<file path="src/rtl/digit_serial_adder_pkg.sv">
// Shared types and helpers for the digit-serial add/subtract/accumulate unit.
package dsa_pkg;

    typedef enum logic [1:0] {
        OP_ADD = 2'b00,
        OP_SUB = 2'b01,
        OP_ACC = 2'b10,
        OP_CLR = 2'b11
    } op_e;

    typedef enum logic [1:0] {
        S_IDLE = 2'b00,
        S_RUN  = 2'b01,
        S_DONE = 2'b10
    } state_e;

    // Digit counter width; a single-digit configuration still needs one bit.
    function automatic int cnt_width(input int ndig);
        if (ndig > 1) begin
            return $clog2(ndig);
        end else begin
            return 1;
        end
    endfunction

endpackage

</file>
<file path="src/rtl/digit_serial_adder_if.sv">
// Request/response bundle of the digit-serial adder: valid/ready on both sides plus data.
interface digit_serial_adder_if #(
    parameter int WIDTH = 8
) ();
    logic             in_valid;
    logic             in_ready;
    logic [1:0]       op;
    logic [WIDTH-1:0] a;
    logic [WIDTH-1:0] b;
    logic             cin;
    logic             out_valid;
    logic             out_ready;
    logic [WIDTH-1:0] sum;
    logic             cout;
    logic             ovf;
    logic [WIDTH-1:0] acc;

    modport master (
        output in_valid, op, a, b, cin, out_ready,
        input  in_ready, out_valid, sum, cout, ovf, acc
    );

    modport slave (
        input  in_valid, op, a, b, cin, out_ready,
        output in_ready, out_valid, sum, cout, ovf, acc
    );
endinterface

</file>
<file path="src/rtl/digit_serial_adder_digit_adder.sv">
// Combinational DIGIT-bit ripple-carry slice; also exposes the carry into its top bit.
module digit_adder #(
    parameter int DIGIT = 2
) (
    input  logic [DIGIT-1:0] x,
    input  logic [DIGIT-1:0] y,
    input  logic             ci,
    output logic [DIGIT-1:0] s,
    output logic             co,
    output logic             c_msb
);
    logic [DIGIT:0] c_s;

    // Bit-by-bit ripple through the slice.
    always_comb begin
        c_s    = {(DIGIT+1){1'b0}};
        s      = {DIGIT{1'b0}};
        c_s[0] = ci;
        for (int i = 0; i < DIGIT; i++) begin
            s[i]     = x[i] ^ y[i] ^ c_s[i];
            c_s[i+1] = (x[i] & y[i]) | (c_s[i] & (x[i] ^ y[i]));
        end
    end

    assign co    = c_s[DIGIT];
    assign c_msb = c_s[DIGIT-1];
endmodule

</file>
<file path="src/rtl/digit_serial_adder.sv">
// Digit-serial ADD/SUB/ACC/CLR unit: DIGIT bits per clock, WIDTH/DIGIT cycles per operation.
module digit_serial_adder
    import dsa_pkg::*;
#(
    parameter int WIDTH = 8,
    parameter int DIGIT = 2
) (
    input logic                clk,
    input logic                rst,
    digit_serial_adder_if.slave bus
);
    localparam int NDIG = (DIGIT > 0) ? (WIDTH / DIGIT) : 1;
    localparam int CW   = cnt_width(NDIG);
    localparam logic [CW-1:0] CNT_LAST = CW'(NDIG - 1);

    if (WIDTH < 2 || DIGIT < 1 || DIGIT > WIDTH || (WIDTH % DIGIT) != 0) begin : g_param_check
        $error("digit_serial_adder: illegal WIDTH/DIGIT combination");
    end

    state_e           state_r;
    state_e           state_next_s;
    op_e              op_r;
    op_e              op_in_s;
    logic [CW-1:0]    cnt_r;
    logic             carry_r;
    logic [WIDTH-1:0] opa_r;
    logic [WIDTH-1:0] opb_r;
    logic [WIDTH-1:0] sum_r;
    logic             cout_r;
    logic             ovf_r;
    logic [WIDTH-1:0] acc_r;
    logic             in_ready_s;
    logic             out_valid_s;
    logic             last_s;
    logic [DIGIT-1:0] dig_s;
    logic             co_s;
    logic             c_msb_s;
    logic [WIDTH-1:0] sum_next_s;

    assign op_in_s = op_e'(bus.op);
    assign last_s  = (cnt_r == CNT_LAST);

    digit_adder #(.DIGIT(DIGIT)) u_slice (
        .x     (opa_r[DIGIT-1:0]),
        .y     (opb_r[DIGIT-1:0]),
        .ci    (carry_r),
        .s     (dig_s),
        .co    (co_s),
        .c_msb (c_msb_s)
    );

    // New digit enters at the MSB end so the LSB digit lands in place after NDIG shifts.
    if (DIGIT == WIDTH) begin : g_sum_single
        assign sum_next_s = dig_s;
    end else begin : g_sum_shift
        assign sum_next_s = {dig_s, sum_r[WIDTH-1:DIGIT]};
    end

    // State register.
    always_ff @(posedge clk) begin
        if (rst) begin
            state_r <= S_IDLE;
        end else begin
            state_r <= state_next_s;
        end
    end

    // Next-state logic.
    always_comb begin
        state_next_s = state_r;
        case (state_r)
            S_IDLE: begin
                if (bus.in_valid) begin
                    if (op_in_s == OP_CLR) begin
                        state_next_s = S_DONE;
                    end else begin
                        state_next_s = S_RUN;
                    end
                end else begin
                    state_next_s = S_IDLE;
                end
            end
            S_RUN: begin
                if (last_s) begin
                    state_next_s = S_DONE;
                end else begin
                    state_next_s = S_RUN;
                end
            end
            S_DONE: begin
                if (bus.out_ready) begin
                    state_next_s = S_IDLE;
                end else begin
                    state_next_s = S_DONE;
                end
            end
            default: state_next_s = S_IDLE;
        endcase
    end

    // Handshake outputs decoded from the state register.
    always_comb begin
        in_ready_s  = 1'b0;
        out_valid_s = 1'b0;
        case (state_r)
            S_IDLE:  in_ready_s  = 1'b1;
            S_DONE:  out_valid_s = 1'b1;
            default: begin
                in_ready_s  = 1'b0;
                out_valid_s = 1'b0;
            end
        endcase
    end

    // Operand capture at accept, one slice per RUN cycle, result/accumulator update.
    always_ff @(posedge clk) begin
        if (rst) begin
            op_r    <= OP_ADD;
            cnt_r   <= {CW{1'b0}};
            carry_r <= 1'b0;
            opa_r   <= {WIDTH{1'b0}};
            opb_r   <= {WIDTH{1'b0}};
            sum_r   <= {WIDTH{1'b0}};
            cout_r  <= 1'b0;
            ovf_r   <= 1'b0;
            acc_r   <= {WIDTH{1'b0}};
        end else begin
            case (state_r)
                S_IDLE: begin
                    if (bus.in_valid) begin
                        op_r  <= op_in_s;
                        cnt_r <= {CW{1'b0}};
                        case (op_in_s)
                            OP_ADD: begin
                                opa_r   <= bus.a;
                                opb_r   <= bus.b;
                                carry_r <= bus.cin;
                            end
                            OP_SUB: begin
                                opa_r   <= bus.a;
                                opb_r   <= ~bus.b;
                                carry_r <= 1'b1;
                            end
                            OP_ACC: begin
                                opa_r   <= acc_r;
                                opb_r   <= bus.a;
                                carry_r <= 1'b0;
                            end
                            OP_CLR: begin
                                acc_r  <= {WIDTH{1'b0}};
                                sum_r  <= {WIDTH{1'b0}};
                                cout_r <= 1'b0;
                                ovf_r  <= 1'b0;
                            end
                            default: begin
                            end
                        endcase
                    end
                end
                S_RUN: begin
                    opa_r   <= opa_r >> DIGIT;
                    opb_r   <= opb_r >> DIGIT;
                    sum_r   <= sum_next_s;
                    carry_r <= co_s;
                    cnt_r   <= cnt_r + CW'(1);
                    if (last_s) begin
                        cout_r <= co_s;
                        ovf_r  <= c_msb_s ^ co_s;
                        if (op_r == OP_ACC) begin
                            acc_r <= sum_next_s;
                        end
                    end
                end
                default: begin
                end
            endcase
        end
    end

    assign bus.in_ready  = in_ready_s;
    assign bus.out_valid = out_valid_s;
    assign bus.sum       = sum_r;
    assign bus.cout      = cout_r;
    assign bus.ovf       = ovf_r;
    assign bus.acc       = acc_r;
endmodule

</file>
<file path="src/flat_wrapper.sv">
// flat-port wrapper written by rule: the top's interface ports become plain ports
module digit_serial_adder_flat import dsa_pkg::*;
#(
    parameter int WIDTH = 8,
    parameter int DIGIT = 2
)
  (clk, rst, bus_in_valid, bus_op, bus_a, bus_b, bus_cin, bus_out_ready, bus_in_ready, bus_out_valid, bus_sum, bus_cout, bus_ovf, bus_acc);
  digit_serial_adder_if #(.WIDTH(WIDTH)) bus_i ();
  input logic clk;
  input logic rst;
  input wire logic [$bits(bus_i.in_valid)-1:0] bus_in_valid;
  input wire logic [$bits(bus_i.op)-1:0] bus_op;
  input wire logic [$bits(bus_i.a)-1:0] bus_a;
  input wire logic [$bits(bus_i.b)-1:0] bus_b;
  input wire logic [$bits(bus_i.cin)-1:0] bus_cin;
  input wire logic [$bits(bus_i.out_ready)-1:0] bus_out_ready;
  output wire logic [$bits(bus_i.in_ready)-1:0] bus_in_ready;
  output wire logic [$bits(bus_i.out_valid)-1:0] bus_out_valid;
  output wire logic [$bits(bus_i.sum)-1:0] bus_sum;
  output wire logic [$bits(bus_i.cout)-1:0] bus_cout;
  output wire logic [$bits(bus_i.ovf)-1:0] bus_ovf;
  output wire logic [$bits(bus_i.acc)-1:0] bus_acc;
  assign bus_i.in_valid = bus_in_valid;
  assign bus_i.op = bus_op;
  assign bus_i.a = bus_a;
  assign bus_i.b = bus_b;
  assign bus_i.cin = bus_cin;
  assign bus_i.out_ready = bus_out_ready;
  assign bus_in_ready = bus_i.in_ready;
  assign bus_out_valid = bus_i.out_valid;
  assign bus_sum = bus_i.sum;
  assign bus_cout = bus_i.cout;
  assign bus_ovf = bus_i.ovf;
  assign bus_acc = bus_i.acc;
  digit_serial_adder #(.WIDTH(WIDTH), .DIGIT(DIGIT)) u_core (.clk(clk), .rst(rst), .bus(bus_i));
endmodule
</file>
<file path="config.mk">
export PLATFORM = sky130hd
export DESIGN_NAME = digit_serial_adder_flat
export DESIGN_NICKNAME = d
export VERILOG_FILES = /design/src/rtl/digit_serial_adder_pkg.sv /design/src/rtl/digit_serial_adder_if.sv /design/src/rtl/digit_serial_adder_digit_adder.sv /design/src/rtl/digit_serial_adder.sv /design/src/flat_wrapper.sv
export SDC_FILE = /design/constraint.sdc
export NUM_CORES = 1
export LEC_CHECK = 0
export ABC_CLOCK_PERIOD_IN_PS = 1830
export CAP_MARGIN = 20
export CORE_UTILIZATION = 51
export CTS_CLUSTER_DIAMETER = 40
export CTS_CLUSTER_SIZE = 40
export DETAILED_ROUTE_END_ITERATION = 6
export GPL_TIMING_DRIVEN = 0
export HOLD_SLACK_MARGIN = 0.12
export PLACE_DENSITY = 0.84
export REMOVE_ABC_BUFFERS = 1
export SLEW_MARGIN = 20
export SYNTH_ARGS = -nofsm -noshare
export SYNTH_HDL_FRONTEND = slang
export SYNTH_SLANG_ARGS = --single-unit
</file>
<file path="constraint.sdc">
create_clock -name clk -period 1.83 [get_ports clk]
set_clock_uncertainty 0.1 [all_clocks]
set_input_delay 0.183 -clock clk [delete_from_list [all_inputs] [get_ports clk]]
set_output_delay 0.183 -clock clk [all_outputs]
set_load 0.005 [all_outputs]
</file>
# Yosys cells after proc, flatten, opt, wreduce, memory -nomap -nowiden
# Cells that the tools add are included.
# word_totals
ff_bits	41
in_bits	23
output_inout_bits	20
elab_cells	77
# classes
n_addsub	1
n_eq_ne	13
muxes	30
bitwise_logic	12
reduce_logical	11
# op_table
cell	n
8-bit one-hot mux with 2 select lines	5
8-bit two-way mux	6
8-bit one-hot mux with 3 select lines	1
2-bit equality test, second input constant	5
2-bit two-way mux	5
3-bit AND reduction	3
8-bit NOT	1
1-bit two-way mux	7
2-bit by 1-bit inequality test with 1-bit output, second input constant	3
1-bit one-hot mux with 2 select lines	3
2-bit one-hot mux with 3 select lines	1
5-bit AND reduction	1
1-bit bitwise XOR	5
1-bit AND	4
2-bit by 1-bit equality test with 1-bit output, second input constant	2
2-bit zero test	2
4-bit inequality test, second input constant	1
2-bit one-hot mux with 2 select lines	1
2-bit AND reduction	2
4-bit AND reduction	1
3-bit inequality test, second input constant	1
1-bit one-hot mux with 3 select lines	1
2-bit by 1-bit adder with 2-bit output, second input constant	1
2-bit inequality test, second input constant	1
3 further kinds	4

# Longest topological paths before layout
# depth
word_depth	8
depth_mapped	7

# By module
# From an unflattened synthesis, not the netlist that was laid out.
# hier_totals
cells_unflattened	244
area_unflattened_um2	2192.1
# modules_own_cells
module	instances	cells_per_inst	area_per_inst_um2
digit_serial_adder	1	242	2152.1
digit_adder	1	2	40.0

# Worst setup path after synthesis
# OpenSTA, ideal clock, no wires.
# synth_path
kind	flip-flop to flip-flop
from	reg u_core.opb_r[0]
to	reg u_core.acc_r[7], in the netlist u_core.bus.acc[7]
setup_time_ns	0.130
arrival_ns	1.395
t_required_ns	1.600
setup_slack_ns	0.205
stages_incl_launch_ff	6
path_buffers	0
synth_period_minus_slack_ns	1.625
path_cell_list	dfxtp_1 -> inv_1 -> fa_1 -> inv_1 -> fa_1 -> o2bb2ai_1
# synth_between
elab_chain_len	7
# synth_rtl
item	line	text
from (decl)	digit_serial_adder.sv:27	logic [WIDTH-1:0] opb_r;
from (signal assigned)	digit_serial_adder.sv:122	opb_r <= {WIDTH{1'b0}};
from (signal assigned)	digit_serial_adder.sv:136	opb_r <= bus.b;
from (signal assigned)	digit_serial_adder.sv:141	opb_r <= ~bus.b;
1-bit bitwise XOR	digit_serial_adder_digit_adder.sv:21	c_s[i+1] = (x[i] & y[i]) | (c_s[i] & (x[i] ^ y[i]));
1-bit AND	digit_serial_adder_digit_adder.sv:21	
1-bit OR (*)	digit_serial_adder_digit_adder.sv:21	
1-bit bitwise XOR (*)	digit_serial_adder_digit_adder.sv:20	s[i] = x[i] ^ y[i] ^ c_s[i];
8-bit two-way mux (*)	digit_serial_adder.sv:169	if (op_r == OP_ACC) begin
8-bit two-way mux (*)	digit_serial_adder.sv:166	if (last_s) begin
8-bit one-hot mux with 2 select lines (*)	digit_serial_adder.sv:128	case (state_r)
to (signal assigned)	digit_serial_adder.sv:126	acc_r <= {WIDTH{1'b0}};
to (signal assigned)	digit_serial_adder.sv:150	acc_r <= {WIDTH{1'b0}};
to (signal assigned)	digit_serial_adder.sv:170	acc_r <= sum_next_s;
to (decl)	digit_serial_adder.sv:31	logic [WIDTH-1:0] acc_r;
# Mark *: on every way between the ends. The rest lies on a longest branch, timed or not. The select of a mux whose other input is x is not followed.
# A chain may end at the register's enable or synchronous reset.

# Worst setup path after layout
# layout_path
from	reg u_core.state_r[1]
to	out bus_out_valid
# layout_between
elab_chain_len	2
# layout_rtl
item	line	text
from (decl)	digit_serial_adder.sv:20	state_e state_r;
from (signal assigned)	digit_serial_adder.sv:64	state_r <= state_next_s;
2-bit equality test	digit_serial_adder.sv:105	case (state_r)
1-bit two-way mux	digit_serial_adder.sv:105	
to (decl)	flat_wrapper.sv:18	output wire logic [$bits(bus_i.out_valid)-1:0] bus_out_valid;
# No other way between the ends.

==> summary.md <==
| Metric | Value |
|---|---|
| Pre-CTS WS | -802 ps |
| Antenna Violating Nets Remaining | 0 |
| CP max FO | 21 |
| RD Place Congestion | ~0.77 |
| Worst Tran Pin Value | 860 ps |
| Fill cell count | ~350 |
| Core Area | 4030 um^2 |
| Placed cell count | 318 |
| Flops & latches, synth | 41 |
| DRT iter0 DRCs | 146 |
| Starting density of the core | 53.3% |
| Most used DFF post-synth | dfxtp_1 |
| DR pass1 iterations | 4 |
| Ratio of cells with drive above 1 in the final layout | roughly an eighth |
| Leak | 0.964 nW |
| Clock Path Buffers | 2 |
| Tcrit/Tclk final | between 90% and 100% |
| Cells after Synth | 246 |
| Final Core Density | slightly below 70% |
| Worst Setup End Kind | output port |
| Synthesized area per cell | 8.73 um^2 |
| Rows | 23 |
| Area growth syn-to-layout | 26.5% |
| CTS tree | done |
| H-tree levels | 2 |
| Total power | a little under 2 mW |
| Sink Count | 41 |
| Routed wire length | 5290 um |
| Pin count of the biggest net entering global routing | 26 |
| Outcome | completed |
| Sequential share of the synthesized area | approximately two fifths |
| Initial antenna violation count | 0 |
| Post-synth EDFFs | 0 |
| Grt met3 use | 4.28% |
| Syn Std Cell Area | 2150 um^2 |
| HPWL Detailed | 3400 um |
| Gr usage total | 25.8% |
| Final hold vios | 0 |
| Critical Path AT | 1450 ps |
| Fmax | ~0.58 GHz |
| Max Cap Violations | 0 |
| Critical path class | reg -> out |
| Final Cell Area | 2720 um^2 |
| Ys Warns | 0 |
| Power per cell area | 726 nW/um^2 |
| # diodes | 0 |
| Minimum clock period | 1730 ps |
| Routed length per instance | around 16 um |
| Data required, critical path | 1550 ps |
| Width of the die | between 60 and 70 um |
| Main area contributors after synthesis | dfxtp_1, nand2_1, mux2i_1 |
| Fin nets | 312 |
| CTS Root Cell | clkbuf_8 |
| GRT busiest layer | met2 |
| Met1 global-route usage | 32.3% |
| Startpoint types | register |
| Cell variety after synth | 43 |
| Via count | just under 2,000 |
| Post-synth top area share | 38.2% |
| Num CTS Buffers | 5 |
| Synth area leader | dfxtp_1 |
| Final worst slack | roughly 96 ps |
| Setup TNS Final | 0 ps |
| First-pass GRT wire length | 8580 um |
| Die Area | 4480 um^2 |
| Most frequent cells in the layout | clkdlybuf4s50_1, dfxtp_1, nand2_1 |
| Drt drc | 0 |
| Slew Limit Fails | 0 |
| Ys async rst share | 0% |
| Top-level I/O count | 43 |
| IR drop worst, VDD | 0.505 mV |
| Hold slack | 309 ps |
| Worst-Skew Late Latency | around 300 ps |
| M2 GR Usage | 42.3% |
| Vias/cell | 5.84 |
| # port buffers | 42 |
| Layout Cells excl Fill | 332 |
| Die Y | 66.9 um |
| Worst slew margin | 42.7% |
| RSZ-0062 raised after global routing | no |
| Vias in the first global route | 1,804 |
| Placed inst area | 2530 um^2 |
| Endpoints failing setup | 0 |
| Gr ovfl total | 0 |
| Clock-pin slew on the worst setup and hold paths | roughly 80 ps |
| Tightest Hold Check Type | in -> reg |
==> state kept, by name (all words and copies together), names as in the netlist <==
name,count
u_core.bus.acc,8
u_core.state_r,2
u_core.bus.cout,1
u_core.carry_r,1
u_core.bus.sum,8
u_core.opb_r,8
u_core.bus.ovf,1
u_core.opa_r,8
u_core.cnt_r,2
u_core.op_r,2
==> worst paths after layout <==
path,depth (start not counted),from,slack (ps),end
worst max register to register,6,u_core.opa_r[0]$_SDFFE_PP0P_,100,u_core.bus.sum[7]$_SDFFE_PP0P_
worst min register to register,1,u_core.cnt_r[0]$_SDFFE_PP0P_,380,u_core.cnt_r[0]$_SDFFE_PP0P_
worst min-delay path,3,bus_op[0],310,u_core.op_r[0]$_SDFFE_PP0P_
worst max-delay path,2,u_core.state_r[1]$_SDFF_PP0_,100,bus_out_valid
==> layer usage <==
| layer | up-vias | part of all wire, % |
|---|---|---|
| met1 | 918 | 45 |
| met3 | 13 | 5.4 |
| met2 | 63 | 47 |
| met4 | 0 | 2.6 |
| met5 | - | 0 |
| li1 | 944 | - |
==> what timing repair did <==
action                                 in CTS  in global routing
buffers inserted                            5                  0
setup endpoints to repair                  40                 26
pin swaps                                   1                  0
resized for setup                          16                  3
endpoints found under the hold margin       0                  0
hold buffers                                0                  0
gates cloned                                1                  0
==> synth_stat cells, drive strengths merged, types with 2 or more instances <==
cell type / count
nor3b: 3
o21ai: 14
a21oi: 15
clkbuf: 9
a311oi: 5
inv: 10
nand2b: 9
nand3b: 2
nand2: 34
a22oi: 2
o32ai: 2
a31oi: 2
mux2: 7
o2bb2ai: 8
ha: 6
buf: 12
fa: 2
nor2: 17
a311o: 6
a32o: 2
a211oi: 6
dfxtp: 41
mux2i: 11
nand3: 7
==> cell families after synthesis <==
kind of cell    after synthesis  share of synthesized area [%]
simple gates                 79                           17.5
compound gates               68                           22.6
flops                        41                           38.2
buf+inv                      31                           7.11
mux                          18                           8.79
fa+ha+maj                     8                           5.36
xor+xnor                      1                          0.408
==> area by class of cell <==
cell class                      count  area (um^2)  share of cell area [%]
Multi-Input combinational cell    175         1240                    45.8
Sequential cell                    41          826                    30.4
Timing Repair Buffer               48          464                    17.1
Clock buffer                        6         72.6                    2.67
Tap cell                           50         62.6                    2.30
Inverter                           10         37.5                    1.38
Clock inverter                      2         10.0                   0.368
==> report_power, final <==
| part | switching [mW] | internal [mW] |
|---|---|---|
| Clock | 0.315 | 0.265 |
| Sequential | 0.0434 | 0.939 |
| Combinational | 0.213 | 0.197 |
| Total | 0.572 | 1.40 |
==> critical path, stage by stage, from the launching register on <==
cell,delay (ps)
dfxtp_4,480
nor2b_1,160
clkdlybuf4s50_1,510
Note: power is estimated with default switching activity, not from simulation.
